===== src/rtl/seq_det_param.sv =====
// seq_det_param: parameterised Moore serial pattern detector.
// Keeps a sliding window of the last PAT_W consumed bits plus a fill count and
// compares the whole window against PATTERN, so any pattern (including
// self-overlapping ones) is detected exactly. Runtime overlap select, valid
// qualified input, saturating match counter with a sticky saturation flag.
module seq_det_param #(
  parameter int               PAT_W   = 4,
  parameter logic [PAT_W-1:0] PATTERN = 4'b1011,
  parameter int               CNT_W   = 8
) (
  input  logic             clk,
  input  logic             rst,
  input  logic             din_vld,
  input  logic             din,
  input  logic             ovl_en,
  output logic             y,
  output logic [CNT_W-1:0] match_cnt,
  output logic             cnt_sat
);

  localparam int             FW   = $clog2(PAT_W + 1);
  localparam logic [FW-1:0]  FULL = FW'(PAT_W);

  logic [PAT_W-1:0] hist, nhist;
  logic [FW-1:0]    fill, nfill;
  logic             match;

  // Window after the incoming bit, saturated fill count, and the match decision
  always_comb begin
    nhist = {hist[PAT_W-2:0], din};
    nfill = (fill == FULL) ? FULL : fill + FW'(1);
    match = din_vld && (nfill == FULL) && (nhist == PATTERN);
  end

  // History window and fill; a non-overlap match empties the window
  always_ff @(posedge clk) begin
    if (rst) begin
      hist <= '0;
      fill <= '0;
    end else if (din_vld) begin
      hist <= nhist;
      if (match) fill <= ovl_en ? FULL : '0;
      else       fill <= nfill;
    end
  end

  // Registered match pulse; cleared on idle cycles so it lasts one cycle
  always_ff @(posedge clk) begin
    if (rst) y <= 1'b0;
    else     y <= match;
  end

  // Saturating match counter; sticky flag set by a match at the ceiling
  always_ff @(posedge clk) begin
    if (rst) begin
      match_cnt <= '0;
      cnt_sat   <= 1'b0;
    end else if (match) begin
      if (match_cnt != {CNT_W{1'b1}}) match_cnt <= match_cnt + CNT_W'(1);
      else                            cnt_sat   <= 1'b1;
    end
  end

endmodule


===== config.mk =====
export PLATFORM = sky130hd
export DESIGN_NAME = seq_det_param
export DESIGN_NICKNAME = d
export VERILOG_FILES = /design/src/rtl/seq_det_param.sv
export SDC_FILE = /design/constraint.sdc
export NUM_CORES = 1
export LEC_CHECK = 0
export ABC_AREA = 1
export BUFFER_PORTS_ARGS = -buffer_cell sky130_fd_sc_hd__buf_2
export CAP_MARGIN = 10
export CORE_UTILIZATION = 35
export CTS_CLUSTER_SIZE = 24
export DETAILED_ROUTE_END_ITERATION = 10
export GPL_TIMING_DRIVEN = 0
export HOLD_SLACK_MARGIN = 0.05
export SETUP_SLACK_MARGIN = 0.05
export SYNTH_ARGS = -nofsm -noshare
export SYNTH_HDL_FRONTEND = slang
export SYNTH_SLANG_ARGS = --single-unit

===== constraint.sdc =====
create_clock -name clk -period 1.75 [get_ports clk]
set_input_delay 0.175 -clock clk [delete_from_list [all_inputs] [get_ports clk]]
set_output_delay 0.175 -clock clk [all_outputs]
set_load 0.05 [all_outputs]

# Yosys cells after proc, flatten, opt, wreduce, memory -nomap -nowiden
# Index checks and enable logic that the tools add are counted.
[op_classes] n_addsub=2 n_mul=0 n_div=0 order_cmp=0 n_eq_ne=4 shifts=0 mux=3 n_bitwise=1 n_reduce_logical=4
[ops] cell="2-to-1 mux 3 bit" count=3
[ops] cell="adder 8 x 1 -> 8 bit (second input constant)" count=1
[ops] cell="!= test 8 bit (second input constant)" count=1
[ops] cell="equality test 3 bit (second input constant)" count=2
[ops] cell="equality test 4 bit (second input constant)" count=1
[ops] cell="AND reduction 2 bit" count=2
[ops] cell="adder 3 x 1 -> 3 bit (second input constant)" count=1
[ops] cell="logical AND 1 bit" count=2
[ops] cell="NOT 1 bit" count=1
[word_totals] reg_bits=16 latch_bits=0 mem_bits_rw=0 rom_bits=0 in_bits=5 out_inout_bits=10 elab_cells=19 memories=0

# Logic depth before layout (Yosys ltp)
# Gate-level depths: netlist (run 1).
[logic_depth] ltp_word=6 ltp_mapped=9 ltp_nobuf=9

# Least setup slack after synthesis (run 1)
# OpenSTA, ideal clock, no wires.
[synth_timing] path_kind="register -> register" start="register match_cnt[0]" end="register match_cnt[0]" setup_time_ns=0.115 t_arrival_ns=1.583 t_required_ns=1.635 path_slack_ns=0.051 stages_incl_launch_ff=9 path_buffers=0 synth_period_minus_slack_ns=1.699 cell_sequence="dfxtp_1 > ha_1 > nand2_2 > nor2_4 > nand3b_4 > clkinv_2 > nor2_2 > nor2_1 > nor2_2"
[synth_between] elab_chain_len=2 elab_cells_between_ends=3 classes_between="add/sub: 1; eq/ne: 1; reduce/logical: 1"
[synth_rtl] item="start, declared" line="17" rtl="output logic [CNT_W-1:0] match_cnt,"
[synth_rtl] item="start signal, assigned" line="59" rtl="if (match_cnt != {CNT_W{1'b1}}) match_cnt <= match_cnt + CNT_W'(1);"
[synth_rtl] item="branches (longest 2 deep; another with adder 8 x 1 -> 8 bit)"
# Parallel ways; which one is timed is not known.
# A chain may end at the register's enable or synchronous reset.

# Worst setup path in the final report (run 1)
[layout_timing] start="register fill[0]" end="register match_cnt[0]"
[layout_between] elab_chain_len=6 elab_cells_between_ends=7 classes_between="add/sub: 1; eq/ne: 2; mux: 1; reduce/logical: 3"
[layout_rtl] item="start, declared" line="25" rtl="logic [FW-1:0] fill, nfill;"
[layout_rtl] item="start signal, assigned" line="42" rtl="if (match) fill <= ovl_en ? FULL : '0;"
[layout_rtl] item="start signal, assigned" line="43" rtl="else fill <= nfill;"
[layout_rtl] item="adder 3 x 1 -> 3 bit or equality test 3 bit (tied branches)" line="31" rtl="nfill = (fill == FULL) ? FULL : fill + FW'(1);"
[layout_rtl] item="2-to-1 mux 3 bit *" line="31"
[layout_rtl] item="equality test 3 bit *" line="32" rtl="match = din_vld && (nfill == FULL) && (nhist == PATTERN);"
[layout_rtl] item="logical AND 1 bit * (2 in a row)" line="32"
[layout_rtl] item="AND reduction 2 bit (no line) *"
# Mark *: on every way between the ends. The rest lies on a longest branch, timed or not.

==> flow_summary.json, run 1 <==
{
  "cp_max_fo": 3,
  "rows": 18,
  "drive_above_1_share": 0.2887,
  "antenna_found_initial": 0,
  "hold_viol": 0,
  "nNetsFinal": 151,
  "gr-usage-all-layers": 0.1417,
  "pwr-share-seq": 0.541,
  "ys_seq_area_frac": 0.3474,
  "portBuffers": 13,
  "final_cell_mix": "27 x nand2_1, 16 x dfxtp_1, 14 x buf_2",
  "syn_avg_cell_area_um2": 7.377,
  "rsz0062_at_grt": "false",
  "wl_um": 1703,
  "drtPass1Iterations": 4,
  "crit_required_ps": 1940,
  "synth_compound_gate_area_share": 0.1316,
  "num_antenna_cells": 0,
  "nFillCells": 270,
  "power.total_w": 0.0007048,
  "die-width_um": 53.33,
  "cts_tree": "built",
  "place_congestion": 0.7343,
  "finalCriticalPeriod_ps": 1536,
  "combPwrFrac": 0.113,
  "fin_area_um2": 1061,
  "synth_seq_cells": 16,
  "fin_skew_ps": 4.547,
  "antenna_left": 0,
  "synth_cell_types": 25,
  "postPlaceCellArea_um2": 1025,
  "r2r_start": "fill[0]",
  "dpl.hpwl_um": 1311,
  "place_inst": 168,
  "pin_count": 15,
  "wl_per_cell_um": 9.901,
  "yosys_warnings": 0,
  "syn_nets": 133,
  "synthSimpleGateAreaFrac": 0.3758,
  "relSlewSlack": 0.7557,
  "hold_start": "din",
  "critPathMaxStageDelay_ps": 380,
  "synth_fa_ha_area_frac": 0.04071,
  "dieArea_um2": 2844,
  "drc_errors": 0,
  "maxCapViolations": 0,
  "switching_share": 0.2523,
  "hold_path_class": "in -> reg",
  "clockRootBuffer": "clkbuf_4",
  "start_util": 0.3722,
  "insertion_delay_ps": 280,
  "synth-xor-area-share": 0.02849,
  "grt_pass1_vias": 687,
  "fmax_ghz": 0.6509,
  "routed_via_density": 4.733,
  "finalCritPeriodShare": 0.8778,
  "r2r-end": "match_cnt[0]",
  "cts_buffers": 3,
  "syn-instance-count": 125,
  "end_kind": "flip-flop",
  "grt_first_pass_wirelength_um": 2863,
  "critPathSlowestCell": "dfxtp_1",
  "num_vias": 814,
  "post_cts_resized": 0,
  "drt_iter0_markers": 5,
  "endpoint": "match_cnt[0]",
  "core_um2": 2477,
  "cts_sinks": 16,
  "multi_input_area_um2": 531.8,
  "power.leakage_nw": 0.4663,
  "crit_type": "reg -> reg",
  "cp_cell_sequence": "inv_2, ha_1, o21ai_1, nand3_1, nor2_2, nand2_1, nand2_1, nor2_2",
  "final-setup-viol-count": 0,
  "powerDensity_nw_per_um2": 664.3,
  "clk_path_buf_depth": 2,
  "cts_setup_buffers": 0,
  "clk_pin_slew_ps": 90,
  "final-seq-area_um2": 320.3,
  "die_y_um": 53.33,
  "p_int_w": 0.0005270,
  "status": "finished, final reports clean",
  "syn_area_um2": 922.1,
  "syn_to_final_growth_pct": 15.06,
  "synth_top_family_by_area": "simple AND/OR/NAND/NOR gates",
  "grt.overflow.total": 0,
  "mostFrequentLayoutCell": "nand2_1",
  "htree_num_levels": 1,
  "worst_pin_slew_ps": 366.5,
  "postCtsHoldBufs": 0,
  "grt_max_degree": 11,
  "p_clk_frac": 0.345,
  "ff2ff_path_depth": 8,
  "instances_no_fill": 172,
  "power.switching_w": 0.0001778,
  "finalSetupTns_ps": 0,
  "timing.critical_path.from": "fill[0]",
  "vdd_ir_drop_max_uv": 496.5,
  "reg2reg_slack_ps": 210,
  "startpoint_type": "flip-flop",
  "crit_arrival_ps": 1720,
  "slew_viol_final": 0,
  "synthMuxAreaShare": 0
}
## flip-flops by register name, indices dropped and copies added (netlist names)
register	count
hist	3
match_cnt	8
fill	3
y	1
cnt_sat	1
## kinds of logic (layout without fill, tap and decap cells)
kind of cell | Yosys count | in the layout
buf+inv | 18 | 35
flops | 16 | 16
fa+ha+maj | 3 | 3
compound gates | 19 | 19
simple gates | 66 | 66
xor+xnor | 3 | 3
## metal layers
layer	part of all wire	track usage
met5	0	0
met4	0.0076	0.02632
met3	0.033	0.06034
met2	0.46	0.2333
met1	0.50	0.1698
## worst max-delay path: cells and delay by family, from the launching register on
kind / cells / cell delay [ps]
compound gates: 1 / 180
flops: 1 / 380
buf+inv: 1 / 60
simple gates: 5 / 490
fa+ha+maj: 1 / 320
## synth_stat cells
cell      count  area [um2]
nand2_1      27       101.4
dfxtp_1      16       320.3
nor2_1       13       48.80
inv_1        12       45.04
nand3_1      11       55.05
a21oi_2       5       43.79
nand2_2       5       31.28
o21ai_0       5       25.02
a21oi_1       4       20.02
ha_1          3       37.54
inv_2         3       11.26
nor2_4        3       33.78
nand3_2       2       20.02
nor2_2        2       12.51
o211ai_1      2       15.01
o21ai_1       2       10.01
xnor2_1       2       17.52
buf_2         1       5.000
clkbuf_1      1       3.750
clkinv_2      1       5.000
nand3_4       1       17.52
nand3b_4      1       20.02
nand4_1       1       6.260
o21bai_1      1       7.510
xor2_1        1       8.760
## power by group through the flow
stage	Combinational, W	Sequential [W]	Clock (W)
floorplan	0.0000646	0.000389	0
global placement	0.0000782	0.000390	0
detailed placement	0.0000809	0.000390	0
CTS	0.0000810	0.000382	0.000257
global route	0.0000900	0.000384	0.000275
finish	0.0000799	0.000381	0.000243
## how the worst min path moves through the flow
stage,endpoint,slack (ps),cells past startpoint
floorplan,hist[0],310,2
global placement,hist[0],440,3
detailed placement,hist[0],450,3
CTS,hist[0],140,3
global route,hist[0],150,3
finish,hist[0],150,3
## layout make-up
type / count / area share
buffer: 2 / 0.008255
clock buffer: 4 / 0.03420
inverter: 16 / 0.05778
multi-input combinational: 91 / 0.5012
sequential: 16 / 0.3019
tap: 30 / 0.03538
timing repair buffer: 13 / 0.06132
## through the flow
| stage | setup WS, ps | hold slack, ps | utilization |
|---|---|---|---|
| finish | 213.8 | 149.2 | 0.4283 |
| global route | 66.66 | 152.5 | 0.4283 |
| CTS | 195.0 | 143.8 | 0.4283 |
| detailed placement | 212.1 | 450.0 | 0.4136 |
| global placement | 251.7 | 444.2 | 0.4136 |
| floorplan | 51.50 | 309.9 | - |
Power figures use the tool's default switching activity.
==> run 2: changes to the inputs <==
--- a/config.mk
+++ b/config.mk
@@ -13,6 +13,7 @@
 export DETAILED_ROUTE_END_ITERATION = 10
 export GPL_TIMING_DRIVEN = 0
 export HOLD_SLACK_MARGIN = 0.05
+export RECOVER_POWER = 25
 export SETUP_SLACK_MARGIN = 0.05
 export SYNTH_ARGS = -nofsm -noshare
 export SYNTH_HDL_FRONTEND = slang
==> flow_summary.json, run 2 (synthesized netlist as in run 1, its figures left out) <==
{
  "finalCriticalPeriod_ps": 1534,
  "finalSetupTns_ps": 0,
  "grt_first_pass_wirelength_um": 2863,
  "drc_errors": 0,
  "worst_slack_ps": 216.2,
  "die-width_um": 53.33,
  "portBuffers": 13,
  "utilization": 0.4258,
  "gr-usage-all-layers": 0.1417,
  "p_int_w": 0.0005261,
  "combPwrFrac": 0.111,
  "fmax_ghz": 0.6520,
  "dpl.hpwl_um": 1311,
  "maxCapViolations": 0,
  "timing.critical_path.from": "fill[0]",
  "syn_to_final_growth_pct": 14.38,
  "place_ws_ps": 212.1,
  "insertion_delay_ps": 280,
  "rows": 18,
  "power.leakage_nw": 0.4542,
  "cts_tree": "built",
  "crit_family": "simple AND/OR/NAND/NOR gates",
  "fin_skew_ps": 4.564,
  "largest-register": "match_cnt",
  "place_inst": 168,
  "routed_via_density": 4.733,
  "relSlewSlack": 0.6033,
  "end_kind": "flip-flop",
  "cp_num_buf_inv": 1,
  "pwr-share-seq": 0.542,
  "wl_um": 1711,
  "status": "finished, final reports clean",
  "clk_path_buf_depth": 2,
  "rsz0062_at_grt": "false",
  "critPathSlowestCell": "dfxtp_1",
  "powerDensity_nw_per_um2": 666.6,
  "r2r_start": "fill[0]",
  "core_um2": 2477,
  "reg_top3": "match_cnt (8), fill (3), hist (3)",
  "crit_arrival_ps": 1720,
  "die_y_um": 53.33,
  "largest_reg_flops": 8,
  "start_util": 0.3722,
  "mostFrequentLayoutCell": "nand2_1",
  "drt_iter0_markers": 5,
  "instances_no_fill": 172,
  "cts_sinks": 16,
  "post_cts_resized": 0,
  "antenna_left": 0,
  "power.switching_w": 0.0001770,
  "drive_above_1_share": 0.2606,
  "multi_input_area_um2": 529.3,
  "nFillCells": 271,
  "cp_cell_sequence": "inv_2, ha_1, o21ai_1, nand3_1, nor2_2, nand2_1, nand2_1, nor2_2",
  "place_congestion": 0.7343,
  "switching_share": 0.2518,
  "grt.overflow.total": 0,
  "hold_viol": 0,
  "pin_count": 15,
  "final_cell_mix": "28 x nand2_1, 16 x dfxtp_1, 13 x nor2_1",
  "vdd_ir_drop_max_uv": 496.4,
  "clk_pin_slew_ps": 90,
  "finalCritPeriodShare": 0.8765,
  "p_clk_frac": 0.346,
  "antenna_found_initial": 0,
  "crit_type": "reg -> reg",
  "grt_max_degree": 11,
  "num_antenna_cells": 0,
  "htree_num_levels": 1,
  "grt_pass1_vias": 687,
  "cp_max_fo": 3,
  "cts_setup_buffers": 0,
  "startpoint_type": "flip-flop",
  "num_vias": 814,
  "final-seq-area_um2": 320.3,
  "slew_viol_final": 0,
  "dieArea_um2": 2844,
  "final-setup-viol-count": 0,
  "postCtsHoldBufs": 0,
  "critPathMaxStageDelay_ps": 380,
  "hold_start": "din",
  "wl_per_cell_um": 9.948,
  "worst_pin_slew_ps": 597.6,
  "crit_required_ps": 1940,
  "nNetsFinal": 151,
  "drtPass1Iterations": 4,
  "clockRootBuffer": "clkbuf_4",
  "hold_path_class": "in -> reg",
  "cts_buffers": 3
}
==> run 2: layer usage <==
metal  track usage  vias to the layer above  wire length, um
li1              -                      436                -
met1        0.1698                      365              857
met2        0.2333                       11              782
met3       0.06034                        2               57
met4       0.02632                        0               13
met5             0                        -                0
==> run 2: per-stage QoR <==
stage | total power [W] | hold WS, ps | instance area, um2
3_5_place_dp | 0.0004708 | 450.0 | 1025
4_1_cts | 0.0007194 | 143.8 | 1061
3_3_place_gp | 0.0004677 | 444.2 | 1025
5_1_grt | 0.0007473 | 152.5 | 1055
6_report | 0.0007031 | 149.2 | 1055
2_1_floorplan | 0.0004533 | 309.9 | 922.1
==> run 2: final cells by class <==
cell class | instances | share of cell area
clock buffers | 4 | 0.03440
flip-flops and latches | 16 | 0.3037
repair buffers | 13 | 0.05813
multi-input cells | 91 | 0.5018
well taps | 30 | 0.03559
inverters | 16 | 0.05813
plain buffers | 2 | 0.008304
==> run 2: worst reg2reg max path, delay by kind of cell, from the launching register on <==
| kind | cells | cell delay [ps] |
|---|---|---|
| adder cells (fa/ha/maj) | 1 | 320 |
| buffers and inverters | 1 | 60 |
| flip-flops | 1 | 380 |
| AO/OA/AOI/OAI | 1 | 180 |
| AND/OR/NAND/NOR | 5 | 490 |
==> run 2: final timing paths <==
kind                                endpoint  slack [ps]  cells after the start
worst min-delay path                 hist[0]         150                      3
worst min register to register       hist[1]         480                      2
worst max register to register  match_cnt[0]         220                      8
worst max-delay path            match_cnt[0]         220                      8
==> run 2: power by group through the flow <==
stage	registers, W	logic (W)	clock network (W)
floorplan	0.000389	0.0000646	0
global placement	0.000390	0.0000782	0
detailed placement	0.000390	0.0000809	0
CTS	0.000382	0.0000810	0.000257
global route	0.000383	0.0000885	0.000275
finish	0.000381	0.0000784	0.000243
